--- config.mk ---
export PLATFORM = sky130hd
export DESIGN_NAME = mem_arbiter_flat
export DESIGN_NICKNAME = d
export VERILOG_FILES = /design/src/rtl/mem_arbiter_if.sv /design/src/rtl/mem_arbiter.sv /design/src/flat_wrapper.sv
export SDC_FILE = /design/constraint.sdc
export NUM_CORES = 1
export LEC_CHECK = 0
export BUFFER_PORTS_ARGS = -buffer_cell sky130_fd_sc_hd__buf_4
export CAP_MARGIN = 0
export CORE_MARGIN = 2
export CORE_UTILIZATION = 25
export CTS_BUF_LIST = sky130_fd_sc_hd__clkbuf_8
export CTS_CLUSTER_DIAMETER = 100
export CTS_CLUSTER_SIZE = 10
export DETAILED_ROUTE_END_ITERATION = 8
export PLACE_DENSITY = 0.56
export SLEW_MARGIN = 30
export SYNTH_ARGS = -nofsm -noshare
export SYNTH_HDL_FRONTEND = slang
export SYNTH_SLANG_ARGS = --single-unit
--- constraint.sdc ---
create_clock -name clk -period 1.73 [get_ports clk]
set_input_delay 0.173 -clock clk [delete_from_list [all_inputs] [get_ports clk]]
set_output_delay 0.173 -clock clk [all_outputs]
set_load 0.02 [all_outputs]
--- src/rtl/mem_arbiter_if.sv ---
// Bundle of the fetch port, data port and shared-memory signals around mem_arbiter.
// The slave modport is the arbiter's view; master is the requester/memory side.
`timescale 1ns/1ps
interface mem_arbiter_if;
    logic        i_req;
    logic [31:0] i_addr;
    logic        i_gnt;
    logic        i_rvalid;
    logic [31:0] i_rdata;
    logic        i_err;

    logic        d_req;
    logic        d_we;
    logic [3:0]  d_be;
    logic [31:0] d_addr;
    logic [31:0] d_wdata;
    logic        d_gnt;
    logic        d_rvalid;
    logic [31:0] d_rdata;
    logic        d_err;

    logic [31:0] mem_address;
    logic [31:0] mem_data_in;
    logic        mem_we;
    logic [31:0] mem_data_out;
    logic        busy;

    modport slave (
        input  i_req, i_addr, d_req, d_we, d_be, d_addr, d_wdata, mem_data_out,
        output i_gnt, i_rvalid, i_rdata, i_err, d_gnt, d_rvalid, d_rdata, d_err,
        output mem_address, mem_data_in, mem_we, busy
    );

    modport master (
        output i_req, i_addr, d_req, d_we, d_be, d_addr, d_wdata, mem_data_out,
        input  i_gnt, i_rvalid, i_rdata, i_err, d_gnt, d_rvalid, d_rdata, d_err,
        input  mem_address, mem_data_in, mem_we, busy
    );
endinterface

--- src/rtl/mem_arbiter.sv ---
// Round-robin arbiter sharing one word-wide memory between a fetch port and a
// load/store port; sub-word stores are done as a read-modify-write pair.
`timescale 1ns/1ps
module mem_arbiter #(
    parameter int MEM_WORDS = 1024
) (
    input  logic          clk,
    input  logic          resetn,
    mem_arbiter_if.slave  bus
);
    typedef enum logic [2:0] {IDLE, ACCESS, RMW_RD, RMW_WR, RESP} state_t;

    state_t      r_state;
    logic        r_port;       // 1 = data port owns the current access
    logic        r_last;       // 1 = data port was granted last
    logic        r_inr;
    logic [3:0]  r_be;
    logic [31:0] r_old;
    logic [31:0] r_mem_address;
    logic [31:0] r_mem_data_in;
    logic        r_mem_we;
    logic        r_i_rvalid, r_i_err, r_d_rvalid, r_d_err;
    logic [31:0] r_i_rdata, r_d_rdata;

    logic        w_gnt_i, w_gnt_d, w_we, w_inr, w_partial;
    logic [29:0] w_word;
    logic [31:0] w_cap;
    logic [31:0] w_merged;
    logic        w_unused;

    always_comb begin
        w_gnt_d   = resetn && (r_state == IDLE) && bus.d_req && (!bus.i_req || !r_last);
        w_gnt_i   = resetn && (r_state == IDLE) && bus.i_req && !w_gnt_d;
        w_word    = w_gnt_d ? bus.d_addr[31:2] : bus.i_addr[31:2];
        w_we      = w_gnt_d && bus.d_we;
        w_partial = w_we && (bus.d_be != 4'b0000) && (bus.d_be != 4'b1111);
        w_inr     = ({2'b00, w_word} < 32'(MEM_WORDS));
        w_cap     = r_inr ? bus.mem_data_out : 32'h0;
    end

    // Lanes selected by the latched byte enables come from the store data.
    generate
        for (genvar gi = 0; gi < 4; gi++) begin : g_merge
            assign w_merged[8*gi +: 8] = r_be[gi] ? r_mem_data_in[8*gi +: 8] : w_cap[8*gi +: 8];
        end
    endgenerate

    assign w_unused = &{1'b0, bus.i_addr[1:0], bus.d_addr[1:0]};

    always_ff @(posedge clk or negedge resetn) begin
        if (!resetn) begin
            r_state       <= IDLE;
            r_port        <= 1'b0;
            r_last        <= 1'b0;
            r_inr         <= 1'b0;
            r_be          <= 4'h0;
            r_old         <= 32'h0;
            r_mem_address <= 32'h0;
            r_mem_data_in <= 32'h0;
            r_mem_we      <= 1'b0;
            r_i_rvalid    <= 1'b0;
            r_i_err       <= 1'b0;
            r_i_rdata     <= 32'h0;
            r_d_rvalid    <= 1'b0;
            r_d_err       <= 1'b0;
            r_d_rdata     <= 32'h0;
        end else begin
            r_mem_we   <= 1'b0;
            r_i_rvalid <= 1'b0;
            r_d_rvalid <= 1'b0;
            case (r_state)
                IDLE: begin
                    if (w_gnt_i || w_gnt_d) begin
                        r_port        <= w_gnt_d;
                        r_last        <= w_gnt_d;
                        r_inr         <= w_inr;
                        r_be          <= bus.d_be;
                        r_mem_address <= {w_word, 2'b00};
                        r_mem_data_in <= bus.d_wdata;
                        if (w_partial) begin
                            r_state <= RMW_RD;
                        end else begin
                            r_state  <= ACCESS;
                            r_mem_we <= w_we && (bus.d_be == 4'b1111) && w_inr;
                        end
                    end
                end
                ACCESS: begin
                    r_state <= RESP;
                    if (r_port) begin
                        r_d_rvalid <= 1'b1;
                        r_d_rdata  <= w_cap;
                        r_d_err    <= !r_inr;
                    end else begin
                        r_i_rvalid <= 1'b1;
                        r_i_rdata  <= w_cap;
                        r_i_err    <= !r_inr;
                    end
                end
                RMW_RD: begin
                    r_state       <= RMW_WR;
                    r_old         <= w_cap;
                    r_mem_data_in <= w_merged;
                    r_mem_we      <= r_inr;
                end
                RMW_WR: begin
                    r_state    <= RESP;
                    r_d_rvalid <= 1'b1;
                    r_d_rdata  <= r_old;
                    r_d_err    <= !r_inr;
                end
                RESP:    r_state <= IDLE;
                default: r_state <= IDLE;
            endcase
        end
    end

    assign bus.i_gnt       = w_gnt_i;
    assign bus.d_gnt       = w_gnt_d;
    assign bus.i_rvalid    = r_i_rvalid;
    assign bus.i_rdata     = r_i_rdata;
    assign bus.i_err       = r_i_err;
    assign bus.d_rvalid    = r_d_rvalid;
    assign bus.d_rdata     = r_d_rdata;
    assign bus.d_err       = r_d_err;
    assign bus.mem_address = r_mem_address;
    assign bus.mem_data_in = r_mem_data_in;
    assign bus.mem_we      = r_mem_we;
    assign bus.busy        = (r_state != IDLE);
endmodule

--- src/flat_wrapper.sv ---
// flat-port wrapper written by rule: the top's interface ports become plain ports
module mem_arbiter_flat 
#(
    parameter int MEM_WORDS = 1024
)
  (clk, resetn, bus_i_req, bus_i_addr, bus_d_req, bus_d_we, bus_d_be, bus_d_addr, bus_d_wdata, bus_mem_data_out, bus_i_gnt, bus_i_rvalid, bus_i_rdata, bus_i_err, bus_d_gnt, bus_d_rvalid, bus_d_rdata, bus_d_err, bus_mem_address, bus_mem_data_in, bus_mem_we, bus_busy);
  mem_arbiter_if bus_i ();
  input  logic clk;
  input  logic resetn;
  input wire logic [$bits(bus_i.i_req)-1:0] bus_i_req;
  input wire logic [$bits(bus_i.i_addr)-1:0] bus_i_addr;
  input wire logic [$bits(bus_i.d_req)-1:0] bus_d_req;
  input wire logic [$bits(bus_i.d_we)-1:0] bus_d_we;
  input wire logic [$bits(bus_i.d_be)-1:0] bus_d_be;
  input wire logic [$bits(bus_i.d_addr)-1:0] bus_d_addr;
  input wire logic [$bits(bus_i.d_wdata)-1:0] bus_d_wdata;
  input wire logic [$bits(bus_i.mem_data_out)-1:0] bus_mem_data_out;
  output wire logic [$bits(bus_i.i_gnt)-1:0] bus_i_gnt;
  output wire logic [$bits(bus_i.i_rvalid)-1:0] bus_i_rvalid;
  output wire logic [$bits(bus_i.i_rdata)-1:0] bus_i_rdata;
  output wire logic [$bits(bus_i.i_err)-1:0] bus_i_err;
  output wire logic [$bits(bus_i.d_gnt)-1:0] bus_d_gnt;
  output wire logic [$bits(bus_i.d_rvalid)-1:0] bus_d_rvalid;
  output wire logic [$bits(bus_i.d_rdata)-1:0] bus_d_rdata;
  output wire logic [$bits(bus_i.d_err)-1:0] bus_d_err;
  output wire logic [$bits(bus_i.mem_address)-1:0] bus_mem_address;
  output wire logic [$bits(bus_i.mem_data_in)-1:0] bus_mem_data_in;
  output wire logic [$bits(bus_i.mem_we)-1:0] bus_mem_we;
  output wire logic [$bits(bus_i.busy)-1:0] bus_busy;
  assign bus_i.i_req = bus_i_req;
  assign bus_i.i_addr = bus_i_addr;
  assign bus_i.d_req = bus_d_req;
  assign bus_i.d_we = bus_d_we;
  assign bus_i.d_be = bus_d_be;
  assign bus_i.d_addr = bus_d_addr;
  assign bus_i.d_wdata = bus_d_wdata;
  assign bus_i.mem_data_out = bus_mem_data_out;
  assign bus_i_gnt = bus_i.i_gnt;
  assign bus_i_rvalid = bus_i.i_rvalid;
  assign bus_i_rdata = bus_i.i_rdata;
  assign bus_i_err = bus_i.i_err;
  assign bus_d_gnt = bus_i.d_gnt;
  assign bus_d_rvalid = bus_i.d_rvalid;
  assign bus_d_rdata = bus_i.d_rdata;
  assign bus_d_err = bus_i.d_err;
  assign bus_mem_address = bus_i.mem_address;
  assign bus_mem_data_in = bus_i.mem_data_in;
  assign bus_mem_we = bus_i.mem_we;
  assign bus_busy = bus_i.busy;
  mem_arbiter #(.MEM_WORDS(MEM_WORDS)) u_core (.clk(clk), .resetn(resetn), .bus(bus_i));
endmodule
==> qor.yml, run 1 <==
clock_network:
  clk_pin_slew_ps: 110
  clock_latency_ps: 470
  cts.sinks: 172
  cts_tree: "yes"
  clockBufferDepth: 2
  h-tree-depth: 4
  numCtsBuffers: 17
  cts-root-buf: "clkbuf_8"
worst_setup_path:
  critPathLaunch: "u_core.r_state[2]"
  r2r_setup_slack_ps: -110
  critPathCaptureType: "primary output"
  required_ps: 1560
  crit_type: "reg2out"
  path_max_fanout: 2
  crit_end: "bus_i_gnt"
  r2r-start: "u_core.r_state[2]"
  cp.arrival_ps: 1800
  rr_endpoint: "u_core.bus.mem_data_in[28]"
  reg2reg_depth: 7
  start_kind: "flop"
grt:
  grt_pass1_vias: 7337
  grt_pass1_wl_microns: 41800
  grt.total_usage: 0.173
  grt_overflow: 0
  antenna_found_initial: 0
  grt_max_degree: 93
power:
  p_leak_uw: 0.00597
  clkPwrFrac: 0.174
  p_int_uw: 10200
  peakVddDrop_v: 0.000537
  seqPwrFrac: 0.376
  power_density_nw_per_um2: 1290
  swShare: 0.391
  power_frac_comb: 0.450
  p_sw_uw: 6580
timing:
  setup_ws_ps: -240
  drv_slew: 0
  setup_violations: 98
  fin_crit_ps: 1970
  grt_setup_unrepaired: "true"
  period_share: 1.14
  slew_headroom: 0.536
  worst_slew_pin_slew_ps: 696
  fin_worst_skew_ps: 24.1
  hold_viol_final: 0
  fmaxAchievable_mhz: 508
synth:
  synth-seq-cells: 172
  synthCells: 765
  seq_area_frac_synth: 0.572
  ys_types: 40
  synth_edf_count: 0
  syn_avg_cell_area_sq_um: 9.84
  netlist_area_sq_um: 7530
  ys_warn_count: 0
  synth_async_sr_flop_share: 1.00
  ys.flop_type: "dfrtp_1"
route:
  drcViolationCount: 0
  postRouteAntennaNets: 0
  dr_total_vias: 7499
  drt_wl_total_microns: 30500
  viasPerCell: 4.73
  detail_route.iter0.violations: 350
  wl_per_cell_microns: 19.2
  dr.pass1.iters: 5
finish:
  final_nets: 1318
  drive_gt1_frac: 0.421
  antennaDiodeCount: 0
  area_growth_pct: 73.4
  final_common_cell: "buf_4"
  fin_area_sq_um: 13100
  final_cell_mix: "290 x buf_4, 168 x dfrtp_1, 155 x nand2_1"
placement:
  dpl_cell_area_sq_um: 10200
  pre_cts_ws_ps: -146
  port_buffers: 266
  dp_hpwl_microns: 18000
  place.gp.congestion: 0.919
outcome:
  outcome: "complete, but fails checks"
  violations: "negative setup slack"
hold_path:
  hp-class: "in2reg"
  hp-start: "bus_mem_data_out[30]"
die:
  die_area_sq_um: 31500
  die_y_microns: 178
  die_width_microns: 178
  start_util: 0.254
  core_area_sq_um: 29600
  pin_count: 273
  fp-row-count: 63
run:
  maxCapViolations: 0
## worst max-delay path, stage by stage (launching register included)
cell     delay [ps]
dfrtp_2         450
nor4b_4         310
buf_4           170
buf_6            90
nor3b_2         140
buf_4           170
## cell families (layout without fill, tap and decap cells)
group / after synthesis / count (layout) / share of synthesized area
other: 1 / 2 / 0.000498
and+or+nand+nor: 293 / 293 / 0.164
DFF: 172 / 172 / 0.572
AOI/OAI and AO/OA: 202 / 202 / 0.177
muxes: 34 / 34 / 0.0460
buffers and inverters: 63 / 491 / 0.0409
## worst min path at each step
stage,end,slack [ps],cells after the start
CTS,u_core.r_old[14],7,3
global placement,u_core.r_be[0],250,2
floorplan,u_core.bus.d_err,-120,0
finish,u_core.bus.i_rdata[30],50,3
global route,u_core.bus.i_rdata[20],30,3
detailed placement,u_core.bus.mem_data_in[1],260,2
## power groups by stage
stage	Sequential, uW	Combinational, uW	Clock, uW
floorplan	7100	2390	0
global placement	6220	5810	0
detailed placement	6230	5940	0
CTS	6190	6390	3070
global route	6510	8150	3190
finish	6330	7560	2930
## layout make-up
class | instances | area, sq um
clock buffer | 18 | 248
clock inverter | 14 | 134
fill | 2844 | 16600
inverter | 5 | 23.8
multi-input combinational | 531 | 3470
sequential | 172 | 4310
tap | 390 | 488
timing repair buffer | 454 | 4380
## metrics by stage
stage / power, uW / util / hold WS, ps / setup TNS (ps) / cells
2_1_floorplan: 9490 / - / -123 / 0 / 766
3_3_place_gp: 12000 / 0.343 / 252 / -3410 / 1405
3_5_place_dp: 12200 / 0.343 / 257 / -4640 / 1405
4_1_cts: 15600 / 0.403 / 7.49 / -2230 / 1552
5_1_grt: 17800 / 0.440 / 33.7 / -16420 / 1584
6_report: 16800 / 0.440 / 53.9 / -5930 / 1584
## what timing repair did
| action | 4_1_cts | 5_1_grt |
|---|---|---|
| hold buffers | 96 | 2 |
| setup endpoints to repair | 66 | 159 |
| buffers inserted | 16 | 14 |
| pin swaps | 5 | 58 |
| cloned | 3 | 18 |
| gates resized for setup | 51 | 120 |
| hold endpoints to repair | 95 | 1 |
## synthesized netlist by cell type (2+ instances only)
master	n	area (sq um)
o21ai_0	84	420
a31oi_1	32	200
inv_1	4	15.0
nand2_1	165	619
buf_6	6	67.6
nand4_1	3	18.8
nor4b_2	3	45.0
o221a_2	28	315
nor2b_1	3	18.8
o21ai_1	10	50.1
mux2_2	5	56.3
dfrtp_1	172	4300
buf_1	5	18.8
nor2_1	98	368
nor3_1	2	10.0
o21ai_2	5	43.8
buf_4	4	30.0
buf_2	9	45.0
nor4_1	8	50.1
clkbuf_1	34	128
mux2i_1	29	290
o221a_1	4	45.0
and4_1	3	26.3
o22ai_1	33	206
## registers in the layout, summed over array words and instances, names as in the netlist
| register | count |
|---|---|
| u_core.bus.i_rdata | 32 |
| u_core.r_be | 4 |
| u_core.bus.d_err | 1 |
| u_core.bus.d_rdata | 32 |
| u_core.bus.mem_data_in | 32 |
| u_core.bus.mem_address | 30 |
| u_core.bus.mem_we | 1 |
| u_core.bus.i_rvalid | 1 |
| u_core.r_old | 32 |
| u_core.r_state | 3 |
| u_core.r_inr | 1 |
| u_core.bus.d_rvalid | 1 |
| u_core.bus.i_err | 1 |
| u_core.r_port | 1 |
## layer usage
layer	up-vias	GRT usage	share of wire
met2	289	0.273	0.48
met3	46	0.0422	0.062
li1	3524	-	-
met1	3640	0.230	0.43
met5	-	0	0
met4	0	0.0645	0.028
Power figures use the tool's default switching activity.
==> run 2, diff against run 1 <==
--- a/config.mk
+++ b/config.mk
@@ -9,3 +9,3 @@
 export CAP_MARGIN = 0
-export CORE_MARGIN = 2
+export CORE_MARGIN = 8
 export CORE_UTILIZATION = 25
==> constraint.sdc (replaced) <==
create_clock -name clk -period 1.73 [get_ports clk]
set_input_delay 0.346 -clock clk [delete_from_list [all_inputs] [get_ports clk]]
set_output_delay 0.346 -clock clk [all_outputs]
set_load 0.02 [all_outputs]
==> qor.yml, run 2 (synthesis results as in run 1) <==
outcome:
  outcome: "complete, but fails checks"  # unchanged
  violations: "negative setup slack"  # unchanged
route:
  detail_route.iter0.violations: 390  # was 350
  dr.pass1.iters: 6  # was 5
  drt_wl_total_microns: 28800  # was 30,500 microns
  dr_total_vias: 6949  # was 7,499
  drcViolationCount: 0  # unchanged
  postRouteAntennaNets: 0  # unchanged
  wl_per_cell_microns: 19.6  # was 19.2 microns
  viasPerCell: 4.73  # about the same
worst_setup_path:
  rr_endpoint: "u_core.bus.mem_data_in[15]"  # was u_core.bus.mem_data_in[28]
  critPathCaptureType: "primary output"  # unchanged
  required_ps: 1380  # was 1560 ps
  cpMaxStageDelayCell: "dfrtp_2"  # unchanged
  cp_common_cell: "buf_6"  # was buf_4
  cp.arrival_ps: 1730  # was 1800 ps
  start_kind: "flop"  # unchanged
  crit_chain: "nor4b_4 -> buf_4 -> buf_6 -> nor3b_4 -> buf_6"  # was nor4b_4 -> buf_4 -> buf_6 -> nor3b_2 -> buf_4
  r2r_setup_slack_ps: -140  # was -110 ps
  crit_type: "reg2out"  # unchanged
  max_stage_delay_ps: 440  # was 450 ps
  reg2reg_depth: 7  # unchanged
  path_max_fanout: 3  # was 2
  r2r-start: "u_core.r_state[1]"  # was u_core.r_state[2]
timing:
  setup_ws_ps: -349  # was -240 ps
  worst_slew_pin_slew_ps: 694  # was 696 ps
  hold_ws_ps: 148  # was 53.9 ps
  fin_setup_tns_ps: -5930  # about the same
  drv_slew: 0  # unchanged
  setup_violations: 53  # was 98
  fmaxAchievable_mhz: 481  # was 508 MHz
  hold_viol_final: 0  # unchanged
  period_share: 1.20  # was 1.14
  grt_setup_unrepaired: "true"  # unchanged
  fin_crit_ps: 2080  # was 1970 ps
  fin_worst_skew_ps: 24.5  # was 24.1 ps
  slew_headroom: 0.536  # about the same
grt:
  grt.total_usage: 0.148  # was 0.173
  grt_max_degree: 86  # was 93
  grt_pass1_vias: 7077  # was 7,337
  grt_overflow: 0  # unchanged
  grt_pass1_wl_microns: 41600  # was 41,800 microns
  antenna_found_initial: 0  # unchanged
power:
  peakVddDrop_v: 0.000628  # was 0.000537 V
  p_leak_uw: 0.00544  # was 0.00597 uW
  power_density_nw_per_um2: 1410  # was 1290 nW/um^2
  finalPower_uw: 16300  # was 16,800 uW
finish:
  final_nets: 1204  # was 1,318
  antennaDiodeCount: 0  # unchanged
  multi_input_area_sq_um: 3330  # was 3470 sq um
  final_common_cell: "buf_4"  # unchanged
  drive_gt1_frac: 0.424  # was 0.421
  final_cell_mix: "293 x buf_4, 167 x dfrtp_1, 152 x nand2_1"  # was 290 x buf_4, 168 x dfrtp_1, 155 x nand2_1
  utilization: 0.390  # was 0.440
  fill_cells: 3016  # was 2,844
  seqCellArea_sq_um: 4310  # about the same
  area_growth_pct: 53.5  # was 73.4%
clock_network:
  h-tree-depth: 4  # unchanged
  cts_tree: "yes"  # unchanged
  cts.sinks: 172  # unchanged
  clk_pin_slew_ps: 110  # about the same
  clock_latency_ps: 460  # was 470 ps
  cts-root-buf: "clkbuf_8"  # unchanged
  numCtsBuffers: 17  # unchanged
  clockBufferDepth: 2  # unchanged
die:
  pin_count: 273  # unchanged
  fp-row-count: 63  # unchanged
  core_area_sq_um: 29600  # unchanged
  start_util: 0.254  # unchanged
  die_width_microns: 190  # was 178 microns
  die_y_microns: 190  # was 178 microns
  die_area_sq_um: 35900  # was 31,500 sq um
hold_path:
  hp-class: "in2reg"  # unchanged
  hold-path-cell-count: 2  # was 3
  hold_end: "u_core.r_be[3]"  # was u_core.bus.i_rdata[30]
  hp-start: "bus_d_be[3]"  # was bus_mem_data_out[30]
placement:
  port_buffers: 266  # unchanged
  dp_hpwl_microns: 20000  # was 18,000 microns
  place.gp.congestion: 0.851  # was 0.919
  pre_cts_ws_ps: -78.3  # was -146 ps
run:
  maxCapViolations: 0  # unchanged
==> run 2: changes by cell type in the layout (fill, tap and decap cells not counted), sizes merged <==
cell / delta
clkinvlp: -1
clkinv: -2
bufinv: +4
bufbuf: -1
dlygate4sd3: -97
clkbuf: -7
buf: -12
o21ai: +2
==> run 2: worst max path at each step <==
stage                                             to         startpoint
final                                      bus_i_gnt  u_core.r_state[1]
after global routing                       bus_i_gnt  u_core.r_state[1]
after CTS                                  bus_i_gnt  u_core.r_state[1]
after detailed placement  u_core.bus.mem_data_in[21]  u_core.r_state[2]
after global placement    u_core.bus.mem_data_in[20]  u_core.r_state[2]
after floorplan           u_core.bus.mem_data_in[17]  u_core.r_state[2]
==> run 2: report_power, final <==
part | switching (uW) | internal (uW) | leakage (uW) | total [uW]
clock network | 1640 | 1760 | 0.000241 | 3400
logic | 3560 | 3160 | 0.00307 | 6720
registers | 927 | 5290 | 0.00212 | 6220
==> run 2: metrics by stage <==
step | instances | instance area (sq um)
2_1_floorplan | 766 | 7540
3_3_place_gp | 1405 | 10200
3_5_place_dp | 1405 | 10200
4_1_cts | 1448 | 10800
5_1_grt | 1470 | 11600
6_report | 1470 | 11600
==> run 2: per-layer routing <==
layer | GRT usage | wire length (microns) | up-vias
met5 | 0 | 0 | -
met4 | 0.0367 | 496 | 0
met3 | 0.0640 | 2590 | 26
met2 | 0.239 | 13800 | 271
met1 | 0.180 | 12000 | 3344
li1 | - | - | 3308
==> run 2: final cells by class <==
class	instances	area share
Tap cell	390	0.0422
Sequential cell	172	0.373
Clock buffer	17	0.0202
Inverter	5	0.00206
Timing Repair Buffer	338	0.254
Clock inverter	15	0.0202
Multi-Input combinational cell	533	0.289
==> run 2: what timing repair did <==
action | in CTS | in global routing
resized for setup | 19 | 100
hold buffers | 1 | 0
endpoints found under the hold margin | 20 | 0
setup buffers | 9 | 10
cloned | 1 | 13
pin swaps | 2 | 12
endpoints found under the setup margin | 20 | 122
==> run 2: worst max-delay path, delay by kind of cell, from the launching register on <==
family / cells / cell delay [ps]
and+or+nand+nor: 2 / 440
DFF: 1 / 440
buffers and inverters: 3 / 380
==> run 3, diff against run 2 <==
- ABC_AREA: default -> 1
==> qor.yml, run 3 <==
outcome:
  outcome: "complete, but fails checks"  # unchanged
  violations: "negative setup slack"  # unchanged
finish:
  utilization: 0.372  # was 0.390
  final_cell_mix: "331 x nand2_1, 306 x buf_4, 172 x dfrtp_1"  # was 293 x buf_4, 167 x dfrtp_1, 152 x nand2_1
  final_common_cell: "nand2_1"  # was buf_4
  antennaDiodeCount: 0  # unchanged
  final_nets: 1338  # was 1,204
  fill_cells: 3125  # was 3,016
  area_growth_pct: 46.7  # was 53.5%
  drive_gt1_frac: 0.320  # was 0.424
timing:
  fin_crit_ps: 1950  # was 2080 ps
  fin_worst_skew_ps: 24.5  # about the same
  hold_viol_final: 0  # unchanged
  slew_headroom: 0.640  # was 0.536
  period_share: 1.13  # was 1.20
  fmaxAchievable_mhz: 513  # was 481 MHz
  setup_ws_ps: -219  # was -349 ps
  grt_setup_unrepaired: "true"  # unchanged
  hold_ws_ps: 140  # was 148 ps
  drv_slew: 0  # unchanged
  worst_slew_pin_slew_ps: 540  # was 694 ps
  setup_violations: 5  # was 53
synth:
  synth_async_sr_flop_share: 1.00  # unchanged
  synth.top_cell.area_share: 0.572  # about the same
  ys_top_cells_by_count: "335 x nand2_1, 172 x dfrtp_1, 105 x o21ai_0"  # was 172 x dfrtp_1, 165 x nand2_1, 98 x nor2_1
  seq_area_frac_synth: 0.572  # about the same
  netlist_area_sq_um: 7520  # was 7530 sq um
  synth-seq-cells: 172  # unchanged
  ys.flop_type: "dfrtp_1"  # unchanged
  ys_types: 28  # was 40
  yosysTopAreaCell: "dfrtp_1"  # unchanged
  syn_avg_cell_area_sq_um: 8.31  # was 9.84 sq um
  synth_area_leaders: "dfrtp_1 57%, nand2_1 17%, o21ai_0 7.0%, a31oi_1 3.8%, nor2_1 2.9%"  # was dfrtp_1 57%, nand2_1 8.2%, o21ai_0 5.6%, nor2_1 4.9%, o221a_2 4.2%
  synthCells: 905  # was 765
  ys_warn_count: 0  # unchanged
  synthMostInstantiatedCell: "nand2_1"  # was dfrtp_1
  synth_edf_count: 0  # unchanged
placement:
  place.gp.congestion: 0.792  # was 0.851
  dp_hpwl_microns: 19300  # was 20,000 microns
  port_buffers: 266  # unchanged
die:
  pin_count: 273  # unchanged
  core_area_sq_um: 29600  # unchanged
  die_width_microns: 189  # was 190 microns
  start_util: 0.254  # about the same
  die_area_sq_um: 35900  # about the same
  fp-row-count: 63  # unchanged
  die_y_microns: 189  # was 190 microns
route:
  postRouteAntennaNets: 0  # unchanged
  drcViolationCount: 0  # unchanged
  dr.pass1.iters: 5  # was 6
  dr_total_vias: 7132  # was 6,949
  viasPerCell: 4.45  # was 4.73
  detail_route.iter0.violations: 394  # was 390
  wl_per_cell_microns: 16.8  # was 19.6 microns
  drt_wl_total_microns: 26900  # was 28,800 microns
grt:
  antenna_found_initial: 2  # was 0
  grt_pass1_vias: 7487  # was 7,077
  grt.total_usage: 0.148  # about the same
  grt_overflow: 0  # unchanged
  grt_max_degree: 169  # was 86
  grt_pass1_wl_microns: 42100  # was 41,600 microns
clock_network:
  clock_latency_ps: 460  # about the same
  numCtsBuffers: 17  # unchanged
  cts-root-buf: "clkbuf_8"  # unchanged
  cts_tree: "yes"  # unchanged
  clockBufferDepth: 2  # unchanged
  cts.sinks: 172  # unchanged
  clk_pin_slew_ps: 100  # was 110 ps
  h-tree-depth: 4  # unchanged
hold_path:
  hp-class: "in2reg"  # unchanged
worst_setup_path:
  crit_end: "bus_d_gnt"  # was bus_i_gnt
  reg2reg_depth: 13  # was 7
  r2r_setup_slack_ps: -120  # was -140 ps
  path_max_fanout: 4  # was 3
  required_ps: 1380  # about the same
  critPathCaptureType: "primary output"  # unchanged
  crit_type: "reg2out"  # unchanged
  cp.arrival_ps: 1600  # was 1730 ps
  r2r-start: "u_core.r_state[2]"  # was u_core.r_state[1]
  rr_endpoint: "u_core.bus.mem_we"  # was u_core.bus.mem_data_in[15]
  critPathLaunch: "u_core.r_state[2]"  # was u_core.r_state[1]
  start_kind: "flop"  # unchanged
power:
  power_density_nw_per_um2: 1650  # was 1410 nW/um^2
  peakVddDrop_v: 0.000747  # was 0.000628 V
  finalPower_uw: 18100  # was 16,300 uW
  p_leak_uw: 0.00573  # was 0.00544 uW
run:
  maxCapViolations: 0  # unchanged
run 3: cell types whose count changed after synthesis, moves of 21 or more:
cell,change
inv_1,+49
o21ai_0,+21
o221a_2,-28
o22ai_1,-33
nand2_1,+170
mux2i_1,-29
nor2_1,-40
a21oi_1,+30
run 3: cell families (layout without fill, tap and decap cells):
kind of cell,after synthesis,count (layout),synth area share
simple gates,407,407,0.211
other cells,1,2,0.000499
compound gates,211,212,0.155
flops,172,172,0.572
buf+inv,114,421,0.0604
run 3: through the flow:
| stage | instances | setup TNS (ps) | instance area [sq um] | setup WS, ps |
|---|---|---|---|---|
| detailed placement | 1557 | -539 | 10300 | -94.1 |
| finish | 1604 | -671 | 11000 | -219 |
| global route | 1604 | -1890 | 11000 | -300 |
| global placement | 1557 | -446 | 10300 | -55.6 |
| floorplan | 906 | 0 | 7530 | 11.6 |
| CTS | 1596 | -881 | 10900 | -323 |
run 3: critical path, stage by stage (launching register included):
cell	delay (ps)
dfrtp_1	410
nor2_4	150
nand3_4	140
nor2_8	140
buf_6	110
buf_6	90
buf_6	110
run 3: what timing repair did:
action                                  4_1_cts  5_1_grt
endpoints found under the setup margin       10       67
buffers inserted                              6        5
hold buffers                                  1        0
pin swaps                                     4        6
gates cloned                                  1        2
hold endpoints to repair                      4        0
gates resized for setup                      18        8
run 3: final cells by class:
type,instances,area (sq um),share of cell area
repair buffers,331,2750,0.249
flip-flops and latches,172,4300,0.390
inverters,58,223,0.0202
clock inverters,15,184,0.0167
well taps,390,488,0.0442
clock buffers,17,234,0.0212
multi-input cells,621,2850,0.258
run 3: worst min-delay path by stage:
stage / from / end / depth (start not counted) / slack, ps
6_report: bus_i_addr[7] / u_core.bus.mem_address[7] / 3 / 140
5_1_grt: bus_d_wdata[26] / u_core.bus.mem_data_in[26] / 3 / 110
4_1_cts: bus_i_addr[7] / u_core.bus.mem_address[7] / 3 / 100
3_5_place_dp: resetn / u_core.bus.mem_data_in[2] / 2 / 310
3_3_place_gp: resetn / u_core.bus.mem_data_in[2] / 2 / 320
2_1_floorplan: resetn / u_core.bus.d_err / 0 / 50
run 3: power breakdown:
| group | switching, uW | internal (uW) |
|---|---|---|
| clock | 1620 | 1450 |
| sequential | 919 | 5520 |
| combinational | 5020 | 3610 |
| total | 7570 | 10600 |
run 3: per-layer routing:
| metal | track usage | share of wire | wire (microns) |
|---|---|---|---|
| met1 | 0.185 | 0.44 | 11900 |
| met5 | 0 | 0.00048 | 13 |
| met2 | 0.241 | 0.47 | 12600 |
| met4 | 0.0319 | 0.011 | 308 |
| met3 | 0.0552 | 0.079 | 2130 |
